--- config.mk ---
export PLATFORM = sky130hd
export DESIGN_NAME = operand_load_sequencer_flat
export DESIGN_NICKNAME = d
export VERILOG_FILES = /design/src/rtl/opseq_pkg.sv /design/src/rtl/operand_load_sequencer_if.sv /design/src/rtl/opseq_idx_counter.sv /design/src/rtl/operand_load_sequencer.sv /design/src/flat_wrapper.sv
export SDC_FILE = /design/constraint.sdc
export NUM_CORES = 1
export LEC_CHECK = 0
export BUFFER_PORTS_ARGS = -buffer_cell sky130_fd_sc_hd__buf_2
export CAP_MARGIN = 20
export CORE_MARGIN = 3
export CORE_UTILIZATION = 48
export DETAILED_ROUTE_END_ITERATION = 8
export PLACE_DENSITY = 0.77
export SETUP_SLACK_MARGIN = 0.3
export SYNTH_ARGS = -nofsm -noshare
export SYNTH_HDL_FRONTEND = slang
export SYNTH_SLANG_ARGS = --single-unit
--- constraint.sdc ---
create_clock -name clk -period 1.5 [get_ports clk]
set_input_delay 0.3 -clock clk [delete_from_list [all_inputs] [get_ports clk]]
set_output_delay 0.3 -clock clk [all_outputs]
set_load 0.05 [all_outputs]
--- src/rtl/opseq_pkg.sv ---
// Shared types and constants for the operand load sequencer.
// The optional repeat-last-value entry path is enabled with OPSEQ_REPEAT_EN.
package opseq_pkg;

  localparam int OPSEQ_W     = 9;
  localparam int OPSEQ_ELEMS = 9;

  localparam logic SEL_A = 1'b0;
  localparam logic SEL_B = 1'b1;

  typedef enum logic [2:0] {
    IDLE   = 3'd0,
    LOAD_A = 3'd1,
    LOAD_B = 3'd2,
    START  = 3'd3,
    WAIT   = 3'd4,
    DONE   = 3'd5
  } state_t;

endpackage

--- src/rtl/operand_load_sequencer_if.sv ---
// Entry, register-file write and ALU handshake bundle of the operand load sequencer.
// repeat_last exists only when OPSEQ_REPEAT_EN is defined.
interface operand_load_sequencer_if #(
  parameter int W     = opseq_pkg::OPSEQ_W,
  parameter int ELEMS = opseq_pkg::OPSEQ_ELEMS
);
  localparam int IW = $clog2(ELEMS);

  logic          begin_op;
  logic          enter;
  logic          clear;
  logic [W-1:0]  op_in;
  logic          alu_done;
`ifdef OPSEQ_REPEAT_EN
  logic          repeat_last;
`endif
  logic          wr_en;
  logic          wr_sel;
  logic [IW-1:0] wr_addr;
  logic [W-1:0]  wr_data;
  logic          alu_start;
  logic          result_valid;
  logic          busy;
  logic [2:0]    state_o;

  // The sequencer side drives the write bus and status.
  modport master (
    input  begin_op, enter, clear, op_in, alu_done,
`ifdef OPSEQ_REPEAT_EN
    input  repeat_last,
`endif
    output wr_en, wr_sel, wr_addr, wr_data, alu_start, result_valid, busy, state_o
  );

  modport slave (
    output begin_op, enter, clear, op_in, alu_done,
`ifdef OPSEQ_REPEAT_EN
    output repeat_last,
`endif
    input  wr_en, wr_sel, wr_addr, wr_data, alu_start, result_valid, busy, state_o
  );

endinterface

--- src/rtl/opseq_idx_counter.sv ---
// Element index counter: counts 0..ELEMS-1 on inc, wraps to 0, and flags the wrap.
module opseq_idx_counter #(
  parameter int ELEMS = 9,
  localparam int IW   = $clog2(ELEMS)
) (
  input  logic          clk,
  input  logic          rst,
  input  logic          inc,
  input  logic          clr,
  output logic [IW-1:0] idx,
  output logic          wrap
);

  localparam logic [IW-1:0] LAST = IW'(ELEMS - 1);

  assign wrap = inc && (idx == LAST);

  always_ff @(posedge clk or posedge rst) begin
    if (rst)
      idx <= '0;
    else if (clr)
      idx <= '0;
    else if (inc)
      idx <= wrap ? '0 : idx + 1'b1;
  end

endmodule

--- src/rtl/operand_load_sequencer.sv ---
// Sequences operand entry into matrix A then B, launches the ALU and holds result_valid.
// Defining OPSEQ_REPEAT_EN adds repeat_last, which re-writes the last entered value.
module operand_load_sequencer
  import opseq_pkg::*;
#(
  parameter int W     = OPSEQ_W,
  parameter int ELEMS = OPSEQ_ELEMS
) (
  input logic clk,
  input logic rst,
  operand_load_sequencer_if.master bus
);

  localparam int IW = $clog2(ELEMS);

  state_t        state, next_state;
  logic [IW-1:0] idx;
  logic          wrap;
  logic          loading;
  logic          commit;
  logic          idx_clr;
  logic [W-1:0]  commit_data;

`ifdef OPSEQ_REPEAT_EN
  logic [W-1:0]  last_val;
`endif

  // A commit is one element write; clear always wins so an aborted entry never lands.
  always_comb begin
    loading = (state == LOAD_A) || (state == LOAD_B);
`ifdef OPSEQ_REPEAT_EN
    commit      = loading && !bus.clear && (bus.enter || bus.repeat_last);
    commit_data = bus.enter ? bus.op_in : last_val;
`else
    commit      = loading && !bus.clear && bus.enter;
    commit_data = bus.op_in;
`endif
    idx_clr = bus.clear || (bus.begin_op && (state == IDLE || state == DONE));
  end

  opseq_idx_counter #(.ELEMS(ELEMS)) u_idx (
    .clk  (clk),
    .rst  (rst),
    .inc  (commit),
    .clr  (idx_clr),
    .idx  (idx),
    .wrap (wrap)
  );

  always_ff @(posedge clk or posedge rst) begin
    if (rst)
      state <= IDLE;
    else
      state <= next_state;
  end

  always_comb begin
    next_state = state;
    if (bus.clear) begin
      next_state = IDLE;
    end else begin
      case (state)
        IDLE:    if (bus.begin_op) next_state = LOAD_A;
        LOAD_A:  if (commit && wrap) next_state = LOAD_B;
        LOAD_B:  if (commit && wrap) next_state = START;
        START:   next_state = WAIT;
        WAIT:    if (bus.alu_done) next_state = DONE;
        DONE:    if (bus.begin_op) next_state = LOAD_A;
        default: next_state = IDLE;
      endcase
    end
  end

  // Status outputs decode the registered state, so they are glitch-free and reset to 0.
  always_comb begin
    bus.alu_start    = (state == START);
    bus.result_valid = (state == DONE);
    bus.busy         = (state != IDLE);
    bus.state_o      = state;
  end

  // Write port lags enter by one cycle; address/data/select hold between writes.
  always_ff @(posedge clk or posedge rst) begin
    if (rst) begin
      bus.wr_en   <= 1'b0;
      bus.wr_sel  <= SEL_A;
      bus.wr_addr <= '0;
      bus.wr_data <= '0;
    end else begin
      bus.wr_en <= commit;
      if (commit) begin
        bus.wr_sel  <= (state == LOAD_B) ? SEL_B : SEL_A;
        bus.wr_addr <= idx;
        bus.wr_data <= commit_data;
      end
    end
  end

`ifdef OPSEQ_REPEAT_EN
  // Only real entries update the remembered value; it survives the A->B hand-over.
  always_ff @(posedge clk or posedge rst) begin
    if (rst)
      last_val <= '0;
    else if (commit && bus.enter)
      last_val <= bus.op_in;
  end
`endif

endmodule

--- src/flat_wrapper.sv ---
// flat-port wrapper written by rule: the top's interface ports become plain ports
module operand_load_sequencer_flat import opseq_pkg::*;
#(
  parameter int W     = OPSEQ_W,
  parameter int ELEMS = OPSEQ_ELEMS
)
  (clk, rst, bus_begin_op, bus_enter, bus_clear, bus_op_in, bus_alu_done, bus_wr_en, bus_wr_sel, bus_wr_addr, bus_wr_data, bus_alu_start, bus_result_valid, bus_busy, bus_state_o);
  operand_load_sequencer_if #(.W(W), .ELEMS(ELEMS)) bus_i ();
  input logic clk;
  input logic rst;
  input wire logic [$bits(bus_i.begin_op)-1:0] bus_begin_op;
  input wire logic [$bits(bus_i.enter)-1:0] bus_enter;
  input wire logic [$bits(bus_i.clear)-1:0] bus_clear;
  input wire logic [$bits(bus_i.op_in)-1:0] bus_op_in;
  input wire logic [$bits(bus_i.alu_done)-1:0] bus_alu_done;
  output wire logic [$bits(bus_i.wr_en)-1:0] bus_wr_en;
  output wire logic [$bits(bus_i.wr_sel)-1:0] bus_wr_sel;
  output wire logic [$bits(bus_i.wr_addr)-1:0] bus_wr_addr;
  output wire logic [$bits(bus_i.wr_data)-1:0] bus_wr_data;
  output wire logic [$bits(bus_i.alu_start)-1:0] bus_alu_start;
  output wire logic [$bits(bus_i.result_valid)-1:0] bus_result_valid;
  output wire logic [$bits(bus_i.busy)-1:0] bus_busy;
  output wire logic [$bits(bus_i.state_o)-1:0] bus_state_o;
  assign bus_i.begin_op = bus_begin_op;
  assign bus_i.enter = bus_enter;
  assign bus_i.clear = bus_clear;
  assign bus_i.op_in = bus_op_in;
  assign bus_i.alu_done = bus_alu_done;
  assign bus_wr_en = bus_i.wr_en;
  assign bus_wr_sel = bus_i.wr_sel;
  assign bus_wr_addr = bus_i.wr_addr;
  assign bus_wr_data = bus_i.wr_data;
  assign bus_alu_start = bus_i.alu_start;
  assign bus_result_valid = bus_i.result_valid;
  assign bus_busy = bus_i.busy;
  assign bus_state_o = bus_i.state_o;
  operand_load_sequencer #(.W(W), .ELEMS(ELEMS)) u_core (.clk(clk), .rst(rst), .bus(bus_i));
endmodule
==> impl_metrics.toml, run 1 <==
[status]
outcome = "stopped before the end"
lastStage = "5_1_grt"
firstError = "[ERROR DPL-0033] detailed placement checks failed during check placement."

[logic_synthesis]
yosys-top-cells-area = "dfrtp_1, nand2_1, ha_1, inv_1, a21oi_1"
synth_seq_cells = 22
synth_warnings = 0
yosys.area.top_type_share_pct = 53.86
synth_nets = 130
ys_seq_area_share_pct = 53.86
synth_top_cell_by_area = "dfrtp_1"
syn_inst = 113
synth_cell_types = 29
syn_area_per_cell_sq_um = 9.046
syn-cell-area_sq_um = 1022

[global_route]
antenna_found_initial = 0
grt_max_degree = 23

[floorplan]
ioPinCount = 36
start_util_pct = 51.58
die_h_microns = 52.15
rows = 16
dieWidth_microns = 52.15

[clock_tree]
htreeDepth = 1
root_buffer = "clkbuf_4"
numCtsBuffers = 3
clockBufferDepth = 2
clock_sinks = 22

[place]
place_congestion = 0.8275
pre_cts_ws_ns = 0.007133
port_buffers = 35
placedCellCount = 176
hpwl_microns = 1569

[timing]
grt-worst-endpoint = "bus_busy"
worst-ep-kind = "output port"
-- cell families after synthesis --
kind of cell,share of synthesized area (%)
xor gates and xnor gates,2.449
DFF,53.86
buffers and inverters,5.507
adders and majority gates,2.448
AOI/OAI and AO/OA,8.812
and+or+nand+nor,23.87
muxes,3.060
-- synth_stat cells --
cell type	number
buf_4	2
inv_1	6
nand3_2	1
buf_2	3
nor2_1	4
a31o_1	1
inv_2	1
nor2b_1	1
a21boi_0	1
nand2_1	42
xnor2_1	1
o21ai_1	3
nand4_1	1
nand2b_1	1
dfrtp_1	22
xor2_2	1
and3_1	1
a21oi_1	4
ha_1	2
and2_1	1
nand3_1	1
a21o_1	2
or3_1	1
and3b_1	1
o21ai_0	3
mux2i_1	2
a2111oi_0	1
nor3_1	2
mux2_1	1
-- timing repair --
item	CTS
hold buffers	0
setup endpoints to repair	42
resized for setup	76
pin swaps	6
setup buffers	19
gates cloned	2
-- per-stage QoR --
step                setup TNS [ns]  cell area [sq um]  hold slack [ns]
floorplan                        0               1052           0.2890
global placement                 0               1260           0.3421
detailed placement               0               1260           0.3498
CTS                       -0.01003               1722         0.006806
==> run 2: changes to the inputs <==
- CORE_AREA: not set -> 3 3 64 66
- CORE_MARGIN: 3 -> not set
- CORE_UTILIZATION: 48 -> not set
- DIE_AREA: not set -> 0 0 67 69
- PLACE_DENSITY: 0.77 -> not set
- PLACE_DENSITY_LB_ADDON: not set -> 0.15
- SETUP_SLACK_MARGIN: 0.3 -> not set
==> run 2 against run 1 <==
  * The flow now finishes, with violations (negative setup slack)
  * Synthesized area is the same
  * Synthesized cell count is the same
==> impl_metrics.toml, run 2 <==
[global_route]
antenna_found_initial = 0
grt_max_degree = 23
grt_pass1_vias = 927
grt_pass1_wl_microns = 4188
overflow = 0
grt_usage_pct = 11.39

[logic_synthesis]
synth_warnings = 0
yosys.area.top_type_share_pct = 53.86
synth_edf_count = 0
synthFlopType = "dfrtp_1"
synth_nets = 130
synth_common_cells = "nand2_1, dfrtp_1, inv_1"
syn_area_per_cell_sq_um = 9.046
yosysMostFrequentCell = "nand2_1"
syn-cell-area_sq_um = 1022
synth_cell_types = 29
synth_top_cell_by_area = "dfrtp_1"
synthArstFlopShare_pct = 100.0
yosys-top-cells-area = "dfrtp_1, nand2_1, ha_1, inv_1, a21oi_1"
synth_seq_cells = 22
syn_inst = 113
ys_seq_area_share_pct = 53.86

[critical_path]
cp_max_fo = 6
crit_chain = "nor2b_2 > and2_4 > buf_8"
r2r_setup_slack_ns = 0.02
cp_slowest_cell = "dfrtp_2"
end_kind = "output pin"
cpLargestDelayFamily = "flip-flops"
reg2reg_from = "u_core.bus.state_o[0]"
path_buf_inv = 1
cp.required_ns = 1.20
start_kind = "register"
r2r-end = "u_core.u_idx.idx[0]"
cpPeakStageDelay_ns = 0.46
crit_arrival_ns = 1.20
worstSetupPathType = "reg2out"
rr_worst_depth = 5

[final_layout]
nets = 185
layout_commonest_cell = "nand2_1"
largest-register = "u_core.bus.wr_data"
design_area_sq_um = 1543
largest_reg_flops = 9
top_regs = "u_core.bus.wr_data: 9 flops, u_core.bus.wr_addr: 4 flops, u_core.u_idx.idx: 4 flops"
layout_common_cells = "nand2_1, buf_2, dfrtp_1"
area_growth_pct = 50.92
drive_gt1_share_pct = 47.31
diodes = 0

[timing]
drv_slew = 0
fin_crit_sh_pct = 100.1
fin_crit_ns = 1.502
tightest_slew_ns = 0.2894
hold_viol = 0
fin_hold_ws_ns = 0.04982
fmax_ghz = 0.6658
rsz0062_at_grt = "true"
setup_ws_ns = -0.002054
finalSetupViolCount = 1
fin_skew_ns = 0.002366
slew_headroom_pct = 80.67

[detailed_routing]
wl_met1_microns = 1099
ant_nets = 0
wl_per_cell_microns = 12.13
dr.pass1.iters = 2
wl_met2_microns = 1347
finalWirelength_microns = 2607
first_iter_violations = 25
via_per_inst = 4.363
route.detailed.drc = 0
met3WireLength_microns = 135
top_layer_used = "met4"
vias = 938

[status]
outcome = "complete, but fails checks"
violations = "negative setup slack"

[clock_tree]
cts_tree = "yes"
htreeDepth = 1
numCtsBuffers = 3
root_buffer = "clkbuf_8"
clk_latency_ns = 0.27
clock_sinks = 22
clkSlewWorstSetupHoldPaths_ns = 0.09
clockBufferDepth = 2

[hold_path]
hp-class = "in2async"

[power_and_ir_drop]
power.density_nw_per_um2 = 1065
finalPower_mw = 1.643
p_leak_nw = 0.8349
ir_drop_uv = 362.4

[floorplan]
die-area_sq_um = 4623
rows = 22
dieWidth_microns = 67
start_util_pct = 28.13
coreArea_sq_um = 3633
ioPinCount = 36
die_h_microns = 69

[run]
maxCapViolCount = 0

[place]
dpl_cell_area_sq_um = 1296
hpwl_microns = 1796
port_buffers = 35
place_congestion = 0.8478
pre_cts_ws_ns = 0.03396
==> run 2: cell counts after synthesis <==
Identical to the previous run, type by type.
==> run 2: area by class of cell <==
cell class | count | area (sq um)
fillers | 388 | 2091
flip-flops and latches | 22 | 554.3
multi-input cells | 79 | 471.7
repair buffers | 55 | 356.6
well taps | 48 | 60.06
clock buffers | 3 | 41.29
clock inverters | 1 | 30.03
inverters | 7 | 28.78
==> run 2: worst max path at each step <==
stage	start	endpoint	slack, ns	depth (start not counted)
finish	u_core.bus.state_o[0]	bus_alu_start	-0.002	3
global route	u_core.bus.state_o[0]	u_core.u_idx.idx[0]	-0.04	5
CTS	u_core.bus.state_o[0]	bus_alu_start	-0.03	3
detailed placement	u_core.u_idx.idx[0]	u_core.bus.state_o[0]	0.03	6
global placement	u_core.u_idx.idx[1]	u_core.bus.state_o[0]	0.11	6
floorplan	u_core.bus.state_o[1]	u_core.u_idx.idx[0]	0.01	5
==> run 2: worst min-delay path: stages <==
cell and delay (ns):
buf_2 0.10, inv_1 0.04, buf_4 0.27
==> run 2: report_power, final <==
part / leakage, nW / internal (mW) / switching, mW / total (mW)
sequential: 0.288 / 0.645 / 0.0277 / 0.673
clock: 0.0357 / 0.357 / 0.210 / 0.567
combinational: 0.511 / 0.108 / 0.295 / 0.403
==> run 2: timing repair <==
item	4_1_cts	5_1_grt
hold buffers	0	0
endpoints found under the setup margin	3	6
endpoints found under the hold margin	0	0
gates resized for setup	5	20
setup buffers	3	9
pin swaps	1	3
==> run 2: metal layers <==
| metal | global-route usage [%] | up-vias |
|---|---|---|
| met2 | 19.21 | 16 |
| met4 | 3.378 | 0 |
| met3 | 2.769 | 5 |
| li1 | - | 472 |
| met1 | 14.07 | 445 |
| met5 | 0 | - |
==> run 2: metrics by stage <==
step           util [%]  std cells  setup TNS [ns]
5_1_grt           42.46        215         -0.1114
6_report          42.46        215       -0.002054
4_1_cts           38.57        206        -0.03254
3_5_place_dp      35.67        199               0
2_1_floorplan         -        113               0
3_3_place_gp      35.67        199               0
==> run 2: cells by family after synthesis <==
| family | Yosys count | share of synthesized area, % |
|---|---|---|
| adders and majority gates | 2 | 2.448 |
| buffers and inverters | 12 | 5.507 |
| muxes | 3 | 3.060 |
| AOI/OAI and AO/OA | 15 | 8.812 |
| xor gates and xnor gates | 2 | 2.449 |
| and+or+nand+nor | 57 | 23.87 |
| DFF | 22 | 53.86 |
(Power assumes the default switching activity.)
==> run 3: changes to the inputs <==
--- a/config.mk
+++ b/config.mk
@@ -10,5 +10,6 @@
 export CORE_AREA = 3 3 64 66
+export CTS_CLUSTER_DIAMETER = 60
 export DETAILED_ROUTE_END_ITERATION = 8
 export DIE_AREA = 0 0 67 69
-export PLACE_DENSITY_LB_ADDON = 0.15
+export PLACE_DENSITY_LB_ADDON = 0.05
 export SYNTH_ARGS = -nofsm -noshare
==> constraint.sdc (replaced) <==
create_clock -name clk -period 1.5 [get_ports clk]
set_input_delay 0.075 -clock clk [delete_from_list [all_inputs] [get_ports clk]]
set_output_delay 0.075 -clock clk [all_outputs]
set_load 0.05 [all_outputs]
==> run 3 against run 2 <==
  * The flow now finishes without violations
  * Flip-flop and latch count stayed put
  * Non-clock buffer count is 4 higher
  * Worst setup slack better by 0.043 ns
  * Hold slack better by 0.085 ns
  * Core utilization hardly changed
  * Global-route usage is 0.13 points higher
  * Final cell count is 1.9% higher
  * Register-to-register slack better by 0.04 ns
  * Critical path depth is 1 higher
  * Critical path type unchanged
  * Largest power group unchanged
  * Highest routed layer unchanged
==> impl_metrics.toml, run 3 (same netlist as run 2, synthesis figures left out) <==
[timing]
fin_crit_ns = 1.459
tightest_slew_ns = 0.3500
drv_slew = 0
fin_skew_ns = 0.001724
finalSetupViolCount = 0
fmax_ghz = 0.6853
fin_tns_setup_ns = 0
fin_crit_sh_pct = 97.29
slew_headroom_pct = 76.61
hold_viol = 0
fin_hold_ws_ns = 0.1353
setup_ws_ns = 0.04069

[place]
port_buffers = 35
hpwl_microns = 1692
place_congestion = 0.7250
pre_cts_ws_ns = -0.05458
dpl_cell_area_sq_um = 1310
placedCellCount = 201

[critical_path]
reg2reg_from = "u_core.u_idx.idx[1]"
cp_max_fo = 9
end_kind = "output pin"
rr_worst_depth = 6
cp.required_ns = 1.42
worstSetupPathType = "reg2out"
r2r-end = "u_core.bus.state_o[0]"
crit_arrival_ns = 1.38
r2r_setup_slack_ns = 0.06
start_kind = "register"

[final_layout]
largest-register = "u_core.bus.wr_data"
drive_gt1_share_pct = 37.43
diodes = 0
top_regs = "u_core.bus.wr_data: 9 flops, u_core.bus.wr_addr: 4 flops, u_core.u_idx.idx: 4 flops"
fin_cells = 219
largest_reg_flops = 9
layout_common_cells = "nand2_1, buf_2, dfrtp_1"
layout_commonest_cell = "nand2_1"
nets = 189
design_area_sq_um = 1541
fin_util_pct = 42.42
area_growth_pct = 50.80

[status]
outcome = "finished clean"

[clock_tree]
htreeDepth = 1
numCtsBuffers = 3
cts_tree = "yes"
clk_latency_ns = 0.26
clock_sinks = 22
root_buffer = "clkbuf_8"
clockBufferDepth = 2
clkSlewWorstSetupHoldPaths_ns = 0.08

[global_route]
grt_usage_pct = 11.52
grt_pass1_wl_microns = 4174
grt_pass1_vias = 963
grt_max_degree = 23
overflow = 0
antenna_found_initial = 0

[hold_path]
min_from = "bus_enter"
hp-class = "in2reg"
min_to = "u_core.bus.state_o[1]"
min_path_cells = 3

[floorplan]
coreArea_sq_um = 3633
rows = 22
ioPinCount = 36
die-area_sq_um = 4623
start_util_pct = 28.13
dieWidth_microns = 67
die_h_microns = 69

[detailed_routing]
route.detailed.drc = 0
via_per_inst = 4.365
finalWirelength_microns = 2477
ant_nets = 0
dr.pass1.iters = 4
wl_per_cell_microns = 11.31
first_iter_violations = 29
vias = 956

[run]
maxCapViolCount = 0

[power_and_ir_drop]
ir_drop_uv = 549.1
p_leak_nw = 0.8331
power.density_nw_per_um2 = 1063
finalPower_mw = 1.639
==> run 3: metal layers <==
| layer | track usage (%) | share of wire (%) |
|---|---|---|
| met5 | 0 | 0 |
| met4 | 5.405 | 2.4 |
| met3 | 2.443 | 4.4 |
| met2 | 18.01 | 48 |
| met1 | 14.87 | 45 |
==> run 3: area by class of cell <==
| class | instances | area (sq um) |
|---|---|---|
| flip-flops and latches | 22 | 554.3 |
| repair buffers | 59 | 390.4 |
| well taps | 48 | 60.06 |
| clock buffers | 3 | 41.29 |
| inverters | 7 | 26.28 |
| fillers | 385 | 2092 |
| multi-input cells | 79 | 439.2 |
| clock inverters | 1 | 30.03 |
==> run 3: worst max-delay path by stage <==
stage / from / end / slack (ns) / cells after the start
after floorplan: u_core.bus.state_o[1] / u_core.u_idx.idx[0] / 0.01 / 5
after global placement: u_core.u_idx.idx[0] / u_core.bus.state_o[0] / 0.06 / 6
after detailed placement: u_core.u_idx.idx[0] / u_core.bus.state_o[0] / -0.05 / 6
after CTS: u_core.bus.state_o[0] / bus_alu_start / 0.0009 / 4
after global routing: u_core.u_idx.idx[0] / u_core.bus.state_o[0] / -0.02 / 6
final: u_core.bus.state_o[0] / bus_alu_start / 0.04 / 4
==> run 3: timing repair <==
action | in CTS | in global routing
resized for setup | 0 | 11
cloned | 0 | 0
pin swaps | 0 | 1
setup buffers | 1 | 1
hold endpoints to repair | 32 | 0
hold buffers | 12 | 0
endpoints found under the setup margin | 1 | 6
==> run 3: critical path, stage by stage, from the launching register on <==
cell	delay, ns
dfrtp_2	0.43
buf_4	0.17
nor2b_1	0.14
and2_2	0.19
buf_4	0.19
==> run 3: where the power goes <==
group	switching [mW]	leakage (nW)	internal, mW
clock	0.199	0.0357	0.357
combinational	0.295	0.509	0.116
sequential	0.0266	0.288	0.646
==> run 4: changes to the inputs <==
- CORE_AREA: 3 3 64 66 -> 5 5 66 68
- DIE_AREA: 0 0 67 69 -> 0 0 71 73
==> run 4 against run 3 <==
  * Register-to-register slack is essentially flat
  * Flip-flop and latch count unchanged
  * Critical endpoint is now u_core.bus.state_o[0]
  * Final area is 4.4% lower
  * First-iteration DRC count is 55% lower
  * Maximum frequency is 1.3% higher
  * Highest routed layer unchanged
==> impl_metrics.toml, run 4 (same netlist as run 2, synthesis figures left out) <==
[global_route]
grt_pass1_wl_microns = 3960
grt_usage_pct = 9.460
overflow = 0
use_met3_pct = 1.791
grt_max_degree = 23
met2_usage_pct = 15.65
grt_pass1_vias = 878
grt-busiest-layer = "met2"
use_met1_pct = 12.21
antenna_found_initial = 0

[status]
outcome = "finished clean"

[clock_tree]
clockBufferDepth = 2
root_buffer = "clkbuf_8"
clk_latency_ns = 0.26
numCtsBuffers = 3
clock_sinks = 22
clkSlewWorstSetupHoldPaths_ns = 0.08
cts_tree = "yes"
htreeDepth = 1

[floorplan]
coreArea_sq_um = 3799
rows = 23
dieWidth_microns = 71
ioPinCount = 36
die_h_microns = 73
die-area_sq_um = 5183
start_util_pct = 26.91

[timing]
fin_hold_ws_ns = 0.009041
finalSetupViolCount = 0
setup_ws_ns = 0.05963
fin_crit_sh_pct = 96.02
fin_skew_ns = 0.002236
slew_headroom_pct = 72.23
drv_slew = 0
fin_crit_ns = 1.440
fmax_ghz = 0.6943
tightest_slew_ns = 0.4061
hold_viol = 0

[final_layout]
nets = 184
top_regs = "u_core.bus.wr_data: 9 flops, u_core.bus.wr_addr: 4 flops, u_core.u_idx.idx: 4 flops"
largest_reg_flops = 9
fillers = 411
layout_commonest_cell = "nand2_1"
largest-register = "u_core.bus.wr_data"
layout_common_cells = "nand2_1, buf_2, dfrtp_1"
area_growth_pct = 44.19
drive_gt1_share_pct = 36.14
diodes = 0
design_area_sq_um = 1474

[run]
maxCapViolCount = 0

[power_and_ir_drop]
intPower_mw = 0.9858
power.density_nw_per_um2 = 1013
finalPower_mw = 1.493
p_comb_share_pct = 26.6
switchingPower_mw = 0.5070
p_seq_share_pct = 45.1
p_leak_nw = 0.8060
ir_drop_uv = 378.8
netSwitchingFraction_pct = 33.96
clkPwrFrac_pct = 28.3

[place]
port_buffers = 35
place_congestion = 0.7837
dpl_cell_area_sq_um = 1313
hpwl_microns = 1857
pre_cts_ws_ns = 0.08411

[detailed_routing]
route.detailed.drc = 0
dr.pass1.iters = 2
vias = 924
finalWirelength_microns = 2473
wl_per_cell_microns = 11.45
via_per_inst = 4.278
ant_nets = 0
first_iter_violations = 13

[hold_path]
min_from = "bus_op_in[4]"
hp-class = "in2reg"
min_path_cells = 3
min_to = "u_core.bus.wr_data[4]"

[critical_path]
cp.required_ns = 1.67
cp_max_fo = 3
r2r_setup_slack_ns = 0.06
rr_worst_depth = 6
start_kind = "register"
worstSetupPathType = "reg2reg"
r2r-end = "u_core.bus.state_o[0]"
crit_arrival_ns = 1.62
end_kind = "register"
reg2reg_from = "u_core.u_idx.idx[1]"
==> run 4: cell types whose count changed in the layout (fill, tap and decap cells not counted), sizes merged <==
cell and delta:
dlygate4sd3 -4, clkbuf +3, bufinv -1, buf -3
==> run 4: worst max-delay path: stages (launching register included) <==
cell and delay, ns:
dfrtp_1 0.38, inv_1 0.12, ha_4 0.15, and3b_2 0.21, nand2_1 0.07, mux2_1 0.31, nor3_1 0.12
==> run 4: repair_timing <==
action                                 4_1_cts  5_1_grt
buffers inserted                             0        1
resized for setup                            0        5
setup endpoints to repair                    0        3
hold buffers                                 8        0
endpoints found under the hold margin       29        0
==> run 4: layout make-up <==
type / count / area [sq um] / area share (%)
clock buffer: 4 / 55.05 / 3.735
timing repair buffer: 54 / 342.8 / 23.26
sequential: 22 / 554.3 / 37.61
inverter: 7 / 26.28 / 1.783
multi-input combinational: 79 / 432.9 / 29.37
tap: 50 / 62.56 / 4.244
==> run 4: worst max-delay path by stage <==
| stage | start | cells past startpoint | endpoint | slack [ns] |
|---|---|---|---|---|
| final | u_core.u_idx.idx[1] | 6 | u_core.bus.state_o[0] | 0.06 |
| after global placement | u_core.bus.state_o[1] | 4 | u_core.u_idx.idx[2] | 0.1 |
| after CTS | u_core.bus.state_o[2] | 4 | bus_alu_start | 0.04 |
| after global routing | u_core.u_idx.idx[0] | 6 | u_core.bus.state_o[0] | -0.01 |
| after detailed placement | u_core.u_idx.idx[1] | 6 | u_core.bus.state_o[0] | 0.08 |
| after floorplan | u_core.bus.state_o[1] | 5 | u_core.u_idx.idx[0] | 0.01 |
==> run 4: per-stage QoR <==
step	util (%)	TNS (ns)	cells
after global placement	34.55	0	203
after detailed placement	34.55	0	203
after CTS	38.11	0	215
final	38.80	0	216
after global routing	38.80	-0.01090	216
after floorplan	-	0	113
==> run 4: power groups by stage <==
stage	Sequential, mW	Combinational (mW)	Clock, mW
6_report	0.673	0.397	0.423
5_1_grt	0.681	0.422	0.465
4_1_cts	0.674	0.402	0.446
3_5_place_dp	0.684	0.386	0
3_3_place_gp	0.683	0.385	0
2_1_floorplan	0.870	0.0923	0
==> run 4: routing by layer <==
| metal | wire [microns] | up-vias |
|---|---|---|
| met5 | 0 | - |
| met4 | 17 | 0 |
| met3 | 140 | 2 |
| met2 | 1197 | 19 |
| met1 | 1118 | 434 |
| li1 | - | 469 |
